==> config.mk <==
export PLATFORM = sky130hd
export DESIGN_NAME = calc_sequencer
export DESIGN_NICKNAME = d
export VERILOG_FILES = /design/src/rtl/calc_pkg.sv /design/src/rtl/key_debounce.sv /design/src/rtl/calc_sequencer.sv
export SDC_FILE = /design/constraint.sdc
export NUM_CORES = 1
export LEC_CHECK = 0
export BUFFER_PORTS_ARGS = -buffer_cell sky130_fd_sc_hd__buf_2
export CORE_ASPECT_RATIO = 0.75
export CORE_MARGIN = 4
export CORE_UTILIZATION = 40
export CTS_BUF_LIST = sky130_fd_sc_hd__clkbuf_4 sky130_fd_sc_hd__clkbuf_8
export DETAILED_ROUTE_END_ITERATION = 10
export SLEW_MARGIN = 10
export SYNTH_ARGS = -nofsm -noshare
export SYNTH_HDL_FRONTEND = slang
export SYNTH_SLANG_ARGS = --single-unit
export TNS_END_PERCENT = 5
==> constraint.sdc <==
create_clock -name i_CLOCK -period 4.4 [get_ports i_CLOCK]
set_input_delay 0.66 -clock i_CLOCK [delete_from_list [all_inputs] [get_ports i_CLOCK]]
set_output_delay 0.66 -clock i_CLOCK [all_outputs]
set_load 0.01 [all_outputs]
==> src/rtl/calc_pkg.sv <==
// Shared definitions for the keypad calculator sequencer: state encodings,
// default key codes and the digit classifier.
package calc_pkg;

  typedef enum logic [2:0] {
    ST_IDLE   = 3'b000,
    ST_GET_A  = 3'b001,
    ST_GET_OP = 3'b011,
    ST_GET_B  = 3'b111,
    ST_SHOW_R = 3'b101,
    ST_ERR    = 3'b100
  } state_t;

  localparam logic [3:0] KEY_ADD_CODE = 4'hA;
  localparam logic [3:0] KEY_SUB_CODE = 4'hB;
  localparam logic [3:0] KEY_EQ_CODE  = 4'hF;
  localparam logic [3:0] DIGIT_MAX    = 4'd9;

  function automatic logic is_digit(input logic [3:0] code);
    return code <= DIGIT_MAX;
  endfunction

endpackage

==> src/rtl/key_debounce.sv <==
// Synchronizes an active-low bouncy key line, debounces it and emits a
// one-cycle pulse on each accepted high-to-low transition.
module key_debounce #(
  parameter int DEBOUNCE_CYCLES = 16
) (
  input  logic clk,
  input  logic rst_n,
  input  logic raw,
  output logic press
);

  localparam int CNT_W = (DEBOUNCE_CYCLES < 2) ? 1 : $clog2(DEBOUNCE_CYCLES + 1);
  localparam logic [CNT_W-1:0] CNT_LAST = CNT_W'(DEBOUNCE_CYCLES - 1);

  logic             sync_1_reg;
  logic             sync_2_reg;
  logic             level_reg;
  logic             level_d_reg;
  logic             press_reg;
  logic [CNT_W-1:0] cnt_reg;

  // Idle level of the key line is high, so everything resets to "released".
  always_ff @(posedge clk or negedge rst_n) begin
    if (!rst_n) begin
      sync_1_reg  <= 1'b1;
      sync_2_reg  <= 1'b1;
      level_reg   <= 1'b1;
      level_d_reg <= 1'b1;
      press_reg   <= 1'b0;
      cnt_reg     <= '0;
    end else begin
      sync_1_reg <= raw;
      sync_2_reg <= sync_1_reg;
      if (sync_2_reg != level_reg) begin
        if (cnt_reg == CNT_LAST) begin
          level_reg <= sync_2_reg;
          cnt_reg   <= '0;
        end else begin
          cnt_reg <= cnt_reg + 1'b1;
        end
      end else begin
        cnt_reg <= '0;
      end
      level_d_reg <= level_reg;
      press_reg   <= level_d_reg & ~level_reg;
    end
  end

  assign press = press_reg;

endmodule

==> src/rtl/calc_sequencer.sv <==
// Control unit for the keypad calculator datapath: sequences operand and
// operator entry, chains results back into A and traps ALU overflow.
module calc_sequencer
  import calc_pkg::*;
#(
  parameter int         DEBOUNCE_CYCLES = 16,
  parameter logic [3:0] KEY_ADD         = KEY_ADD_CODE,
  parameter logic [3:0] KEY_SUB         = KEY_SUB_CODE,
  parameter logic [3:0] KEY_EQ          = KEY_EQ_CODE
) (
  input  logic       i_CLOCK,
  input  logic       i_CLEAR_ALL,
  input  logic       i_CLEAR_ENTRY,
  input  logic       i_TRIG,
  input  logic [3:0] i_VALUE,
  input  logic       i_OVF,
  output logic       o_reset,
  output logic       o_loadA,
  output logic       o_loadB,
  output logic       o_loadR,
  output logic       o_addSub,
  output logic       o_selR,
  output logic       o_IUAU,
  output logic       o_err,
  output logic [2:0] o_state
);

  logic   press;
  logic   ce_sync_1_reg, ce_sync_2_reg, ce_prev_reg;
  logic   ce_event;

  state_t state_reg, state_next;
  logic   reset_reg, reset_next;
  logic   load_a_reg, load_a_next;
  logic   load_b_reg, load_b_next;
  logic   load_r_reg, load_r_next;
  logic   add_sub_reg, add_sub_next;
  logic   sel_r_reg, sel_r_next;
  logic   iuau_reg, iuau_next;
  logic   err_reg, err_next;
  logic   b_valid_reg, b_valid_next;

  key_debounce #(
    .DEBOUNCE_CYCLES(DEBOUNCE_CYCLES)
  ) u_trig (
    .clk  (i_CLOCK),
    .rst_n(i_CLEAR_ALL),
    .raw  (i_TRIG),
    .press(press)
  );

  always_ff @(posedge i_CLOCK or negedge i_CLEAR_ALL) begin
    if (!i_CLEAR_ALL) begin
      ce_sync_1_reg <= 1'b1;
      ce_sync_2_reg <= 1'b1;
      ce_prev_reg   <= 1'b1;
    end else begin
      ce_sync_1_reg <= i_CLEAR_ENTRY;
      ce_sync_2_reg <= ce_sync_1_reg;
      ce_prev_reg   <= ce_sync_2_reg;
    end
  end

  assign ce_event = ce_prev_reg & ~ce_sync_2_reg;

  always_comb begin
    state_next   = state_reg;
    load_a_next  = 1'b1;
    load_b_next  = 1'b1;
    load_r_next  = 1'b1;
    add_sub_next = add_sub_reg;
    sel_r_next   = sel_r_reg;
    b_valid_next = b_valid_reg;

    case (state_reg)
      ST_IDLE: begin
        state_next   = ST_GET_A;
        b_valid_next = 1'b0;
      end
      ST_GET_A: begin
        if (!ce_event && press && is_digit(i_VALUE)) begin
          load_a_next = 1'b0;
          sel_r_next  = 1'b0;
          state_next  = ST_GET_OP;
        end
      end
      ST_GET_OP: begin
        if (ce_event) begin
          state_next = ST_GET_A;
        end else if (press && (i_VALUE == KEY_ADD || i_VALUE == KEY_SUB)) begin
          add_sub_next = (i_VALUE == KEY_SUB);
          b_valid_next = 1'b0;
          state_next   = ST_GET_B;
        end
      end
      ST_GET_B: begin
        if (ce_event) begin
          b_valid_next = 1'b0;
        end else if (press && is_digit(i_VALUE)) begin
          load_b_next  = 1'b0;
          b_valid_next = 1'b1;
        end else if (press && i_VALUE == KEY_EQ && b_valid_reg) begin
          load_r_next = 1'b0;
          state_next  = ST_SHOW_R;
        end
      end
      ST_SHOW_R: begin
        // Overflow is only meaningful while R is being captured.
        if (ce_event) begin
          state_next = ST_IDLE;
        end else if (!load_r_reg && i_OVF) begin
          state_next = ST_ERR;
        end else if (press && (i_VALUE == KEY_ADD || i_VALUE == KEY_SUB)) begin
          load_a_next  = 1'b0;
          sel_r_next   = 1'b1;
          add_sub_next = (i_VALUE == KEY_SUB);
          b_valid_next = 1'b0;
          state_next   = ST_GET_B;
        end else if (press && is_digit(i_VALUE)) begin
          load_a_next = 1'b0;
          sel_r_next  = 1'b0;
          state_next  = ST_GET_OP;
        end
      end
      ST_ERR: begin
        if (ce_event) begin
          state_next = ST_IDLE;
        end
      end
      default: begin
        state_next = ST_IDLE;
      end
    endcase

    reset_next = (state_next != ST_IDLE);
    iuau_next  = (state_next == ST_SHOW_R) || (state_next == ST_ERR);
    err_next   = (state_next == ST_ERR);
  end

  always_ff @(posedge i_CLOCK or negedge i_CLEAR_ALL) begin
    if (!i_CLEAR_ALL) begin
      state_reg   <= ST_IDLE;
      reset_reg   <= 1'b0;
      load_a_reg  <= 1'b1;
      load_b_reg  <= 1'b1;
      load_r_reg  <= 1'b1;
      add_sub_reg <= 1'b0;
      sel_r_reg   <= 1'b0;
      iuau_reg    <= 1'b0;
      err_reg     <= 1'b0;
      b_valid_reg <= 1'b0;
    end else begin
      state_reg   <= state_next;
      reset_reg   <= reset_next;
      load_a_reg  <= load_a_next;
      load_b_reg  <= load_b_next;
      load_r_reg  <= load_r_next;
      add_sub_reg <= add_sub_next;
      sel_r_reg   <= sel_r_next;
      iuau_reg    <= iuau_next;
      err_reg     <= err_next;
      b_valid_reg <= b_valid_next;
    end
  end

  assign o_reset  = reset_reg;
  assign o_loadA  = load_a_reg;
  assign o_loadB  = load_b_reg;
  assign o_loadR  = load_r_reg;
  assign o_addSub = add_sub_reg;
  assign o_selR   = sel_r_reg;
  assign o_IUAU   = iuau_reg;
  assign o_err    = err_reg;
  assign o_state  = state_reg;

endmodule

==> results.md <==
- Share of cells above drive strength 1: 0.347
- Ports: 20
- Cell with the most instances after synthesis: dfrtp_1
- Setup crit end kind: output pin
- Post-synthesis sequential area ratio: 0.560
- Slew HR: 0.654
- Initial drt markers: 46
- Fillers: 253
- Average cell area after synthesis: 11.0 um^2
- R2r endpoint: o_err$_DFF_PN0_
- Buf+Inv Stages, Crit Path: 1
- Min-Delay Path Class: in -> async
- H-tree depth: 1
- HPWL Detailed: 1.50 mm
- CP Data Arrival Time: 1.05 ns
- Synth area leaders: dfrtp_1 (33%), dfstp_2 (23%), o21ai_0 (4.4%)
- Pwr/cell area: between 200 and 300 nW/um^2
- Post-DRT Antenna Nets: 0
- Synth unique cells: 38
- Share of the synthesized area in the top cell type: 0.329
- Final period util: 0.389
- Clock sink total: 25
- Initial Utilization: 0.428
- Ant diodes: 0
- CP cell instances: buf_2
- Max Slew Vio Count: 0
- Max FFs per register: 5
- Final wirelength: 2.06 mm
- Setup crit start kind: flip-flop
- Dominant synthesized flop cell: dfrtp_1
- Chip Width: 69.6 um
- Max Cap Viol: 0
- Vias: 816
- GR Util met3: 0.0459
- Total power draw: 0.389 mW
- GPL Wtd Cong: between 0.8 and 0.9
- Inst Count DP: between 150 and 200
- Synthesized instance count: 104
- Worst setup path category: reg -> out
- Internal: 0.314 mW
- CTS Buf Count: 3
- Static Leak: 0.570 nW
- FF/Latch Area: 638 um^2
- Peak VDD IR: 0.000283 V
- Syn nets: 114
- DR DRC count: 0
- Layout overhead on the synthesized area: 14.1%
- Critical path data required time: 3.74 ns
- Switch Pwr: 0.0758 mW
- R2R setup slack: approximately 2.8 ns
- Switching Fraction: 0.195
- Sequential Power Share: 0.614
- Outcome: completed
- Crit path from: o_state[2]$_DFF_PN0_
- Met1 usage: 0.180
- FF-to-FF path depth: 4
- Final setup vio count: 0
- Final hold vios: 0
- Post-layout util: 0.488
- Clock slew at reported path FFs: 0.08 ns
- CORE AREA: 2660 um^2
- Final setup TNS: 0 ns
- Comb pwr share: 0.046
- Critical path's top delay family: flip-flops
- Fin cells: 160
- Drt pass-1 iters: 4
- R2r startpoint: o_state[1]$_DFF_PN0_
- Post-CTS repair timing setup buffer count: 0
- Site row count: 16
- WL/cell: ~13 um
- Overall global routing resource usage: 0.121
- Met2 GRT Util: 0.166
- Slew @ Worst Pin: 0.519 ns
- Clk network pwr share: 0.340
- Total gr overflow: 0
- Fmax: 584 MHz
- Yosys warns: 0
- Number of port buffers: 19
- Cts hold-fix bufs: 0
- Setup crit end: o_state[2]
- Crit-path max FO: 13
- Largest net degree at the start of global routing: 26
- Post-layout min period: 1.71 ns
- CTS tree: yes
- First-pass GRT wire length: ~3.5 mm
- RSZ-0062 raised after global routing: no
- FF+latch count, synth: 25
- Vert. Die Dim: 54.2 um
- CTS Root Cell: clkbuf_8
- Final #Nets: around 140
- Die ar.: roughly 3800 um^2
- Ys async rst share: 1.00
- Post-synth top area cell: dfrtp_1
- Post-synthesis instance area: 1140 um^2
- Vias in the first global route: 726
- Clk_lat worst skew: 0.26 ns
- GR peak layer: met1
- Post-synth EDFFs: 0
- Synth top cells by count: dfrtp_1 (15), dfstp_2 (10), o21ai_0 (10)
- Initial antenna violation count: 0
- Resized Gates After CTS: 0
- Via density: 5.10
- Stages on worst setup path: 1
- Multi-input gate area: approximately 470 um^2
- Clk buf depth: 2
- Fin Clk Skew: approximately 0.0058 ns
- CP max stage delay: 0.58 ns
- Slowest CP cell: dfrtp_1
-- per-layer routing --
metal / up-vias / part of all wire
li1: 412 / -
met5: - / 0
met1: 380 / 0.52
met4: 0 / 0.0068
met3: 2 / 0.062
met2: 22 / 0.41
-- cell families after synthesis --
family / after synthesis / share of synthesized area
adder cells (fa/ha/maj): 1 / 0.0110
buffers and inverters: 5 / 0.0318
flip-flops: 25 / 0.560
multiplexers: 1 / 0.00988
AO/OA/AOI/OAI: 26 / 0.155
AND/OR/NAND/NOR: 43 / 0.210
XOR/XNOR: 3 / 0.0231
-- power by group through the flow --
stage | Clock, mW | Combinational, mW | Sequential, mW
global placement | 0 | 0.0179 | 0.243
finish | 0.132 | 0.0178 | 0.239
detailed placement | 0 | 0.0181 | 0.243
floorplan | 0 | 0.00791 | 0.243
global route | 0.149 | 0.0215 | 0.240
CTS | 0.138 | 0.0181 | 0.239
-- worst min-delay path by stage --
stage,from,end,slack [ns],cells after the start
2_1_floorplan,ce_sync_1_reg$_DFF_PN1_,ce_sync_2_reg$_DFF_PN1_,0.35,0
3_3_place_gp,u_trig.sync_1_reg$_DFF_PN1_,u_trig.sync_2_reg$_DFF_PN1_,0.35,0
3_5_place_dp,ce_sync_1_reg$_DFF_PN1_,ce_sync_2_reg$_DFF_PN1_,0.35,0
4_1_cts,u_trig.sync_1_reg$_DFF_PN1_,u_trig.sync_2_reg$_DFF_PN1_,0.36,0
5_1_grt,ce_sync_1_reg$_DFF_PN1_,ce_sync_2_reg$_DFF_PN1_,0.37,0
6_report,i_CLEAR_ALL,o_state[2]$_DFF_PN0_,0.36,1
-- placed cells by master (no fill, tap or decap), types with 2 or more instances in the layout --
| cell type | netlist | routed |
|---|---|---|
| a21oi_1 | 3 | 3 |
| a31oi_1 | 2 | 2 |
| and2_1 | 2 | 2 |
| and2_2 | 2 | 2 |
| and2b_2 | 2 | 2 |
| and3_1 | 2 | 2 |
| buf_2 | 0 | 19 |
| clkbuf_8 | 1 | 3 |
| dfrtp_1 | 15 | 15 |
| dfstp_2 | 10 | 10 |
| inv_1 | 2 | 2 |
| nand2_1 | 8 | 8 |
| nand3_1 | 9 | 9 |
| nor2_1 | 7 | 7 |
| nor2b_1 | 3 | 3 |
| o21ai_0 | 10 | 10 |
| xor2_1 | 3 | 3 |
-- worst reg2reg max path, delay by kind of cell (launching register included) --
kind	cells	cell delay, ns
AOI/OAI and AO/OA	3	0.65
DFF	1	0.52
and+or+nand+nor	1	0.36
-- layout make-up --
| cell class | instances | area share |
|---|---|---|
| Tap cell | 36 | 0.0346 |
| Sequential cell | 25 | 0.491 |
| Inverter | 2 | 0.00577 |
| Clock buffer | 4 | 0.0375 |
| Multi-Input combinational cell | 74 | 0.358 |
| Timing Repair Buffer | 19 | 0.0731 |
-- metrics by stage --
step	worst slack (ns)	instance area [um^2]	hold WS, ns
4_1_cts	2.69	1300	0.360
2_1_floorplan	2.76	1140	0.345
6_report	2.69	1300	0.358
3_3_place_gp	2.58	1250	0.346
5_1_grt	2.62	1300	0.367
3_5_place_dp	2.54	1250	0.348
(Power assumes the default switching activity.)
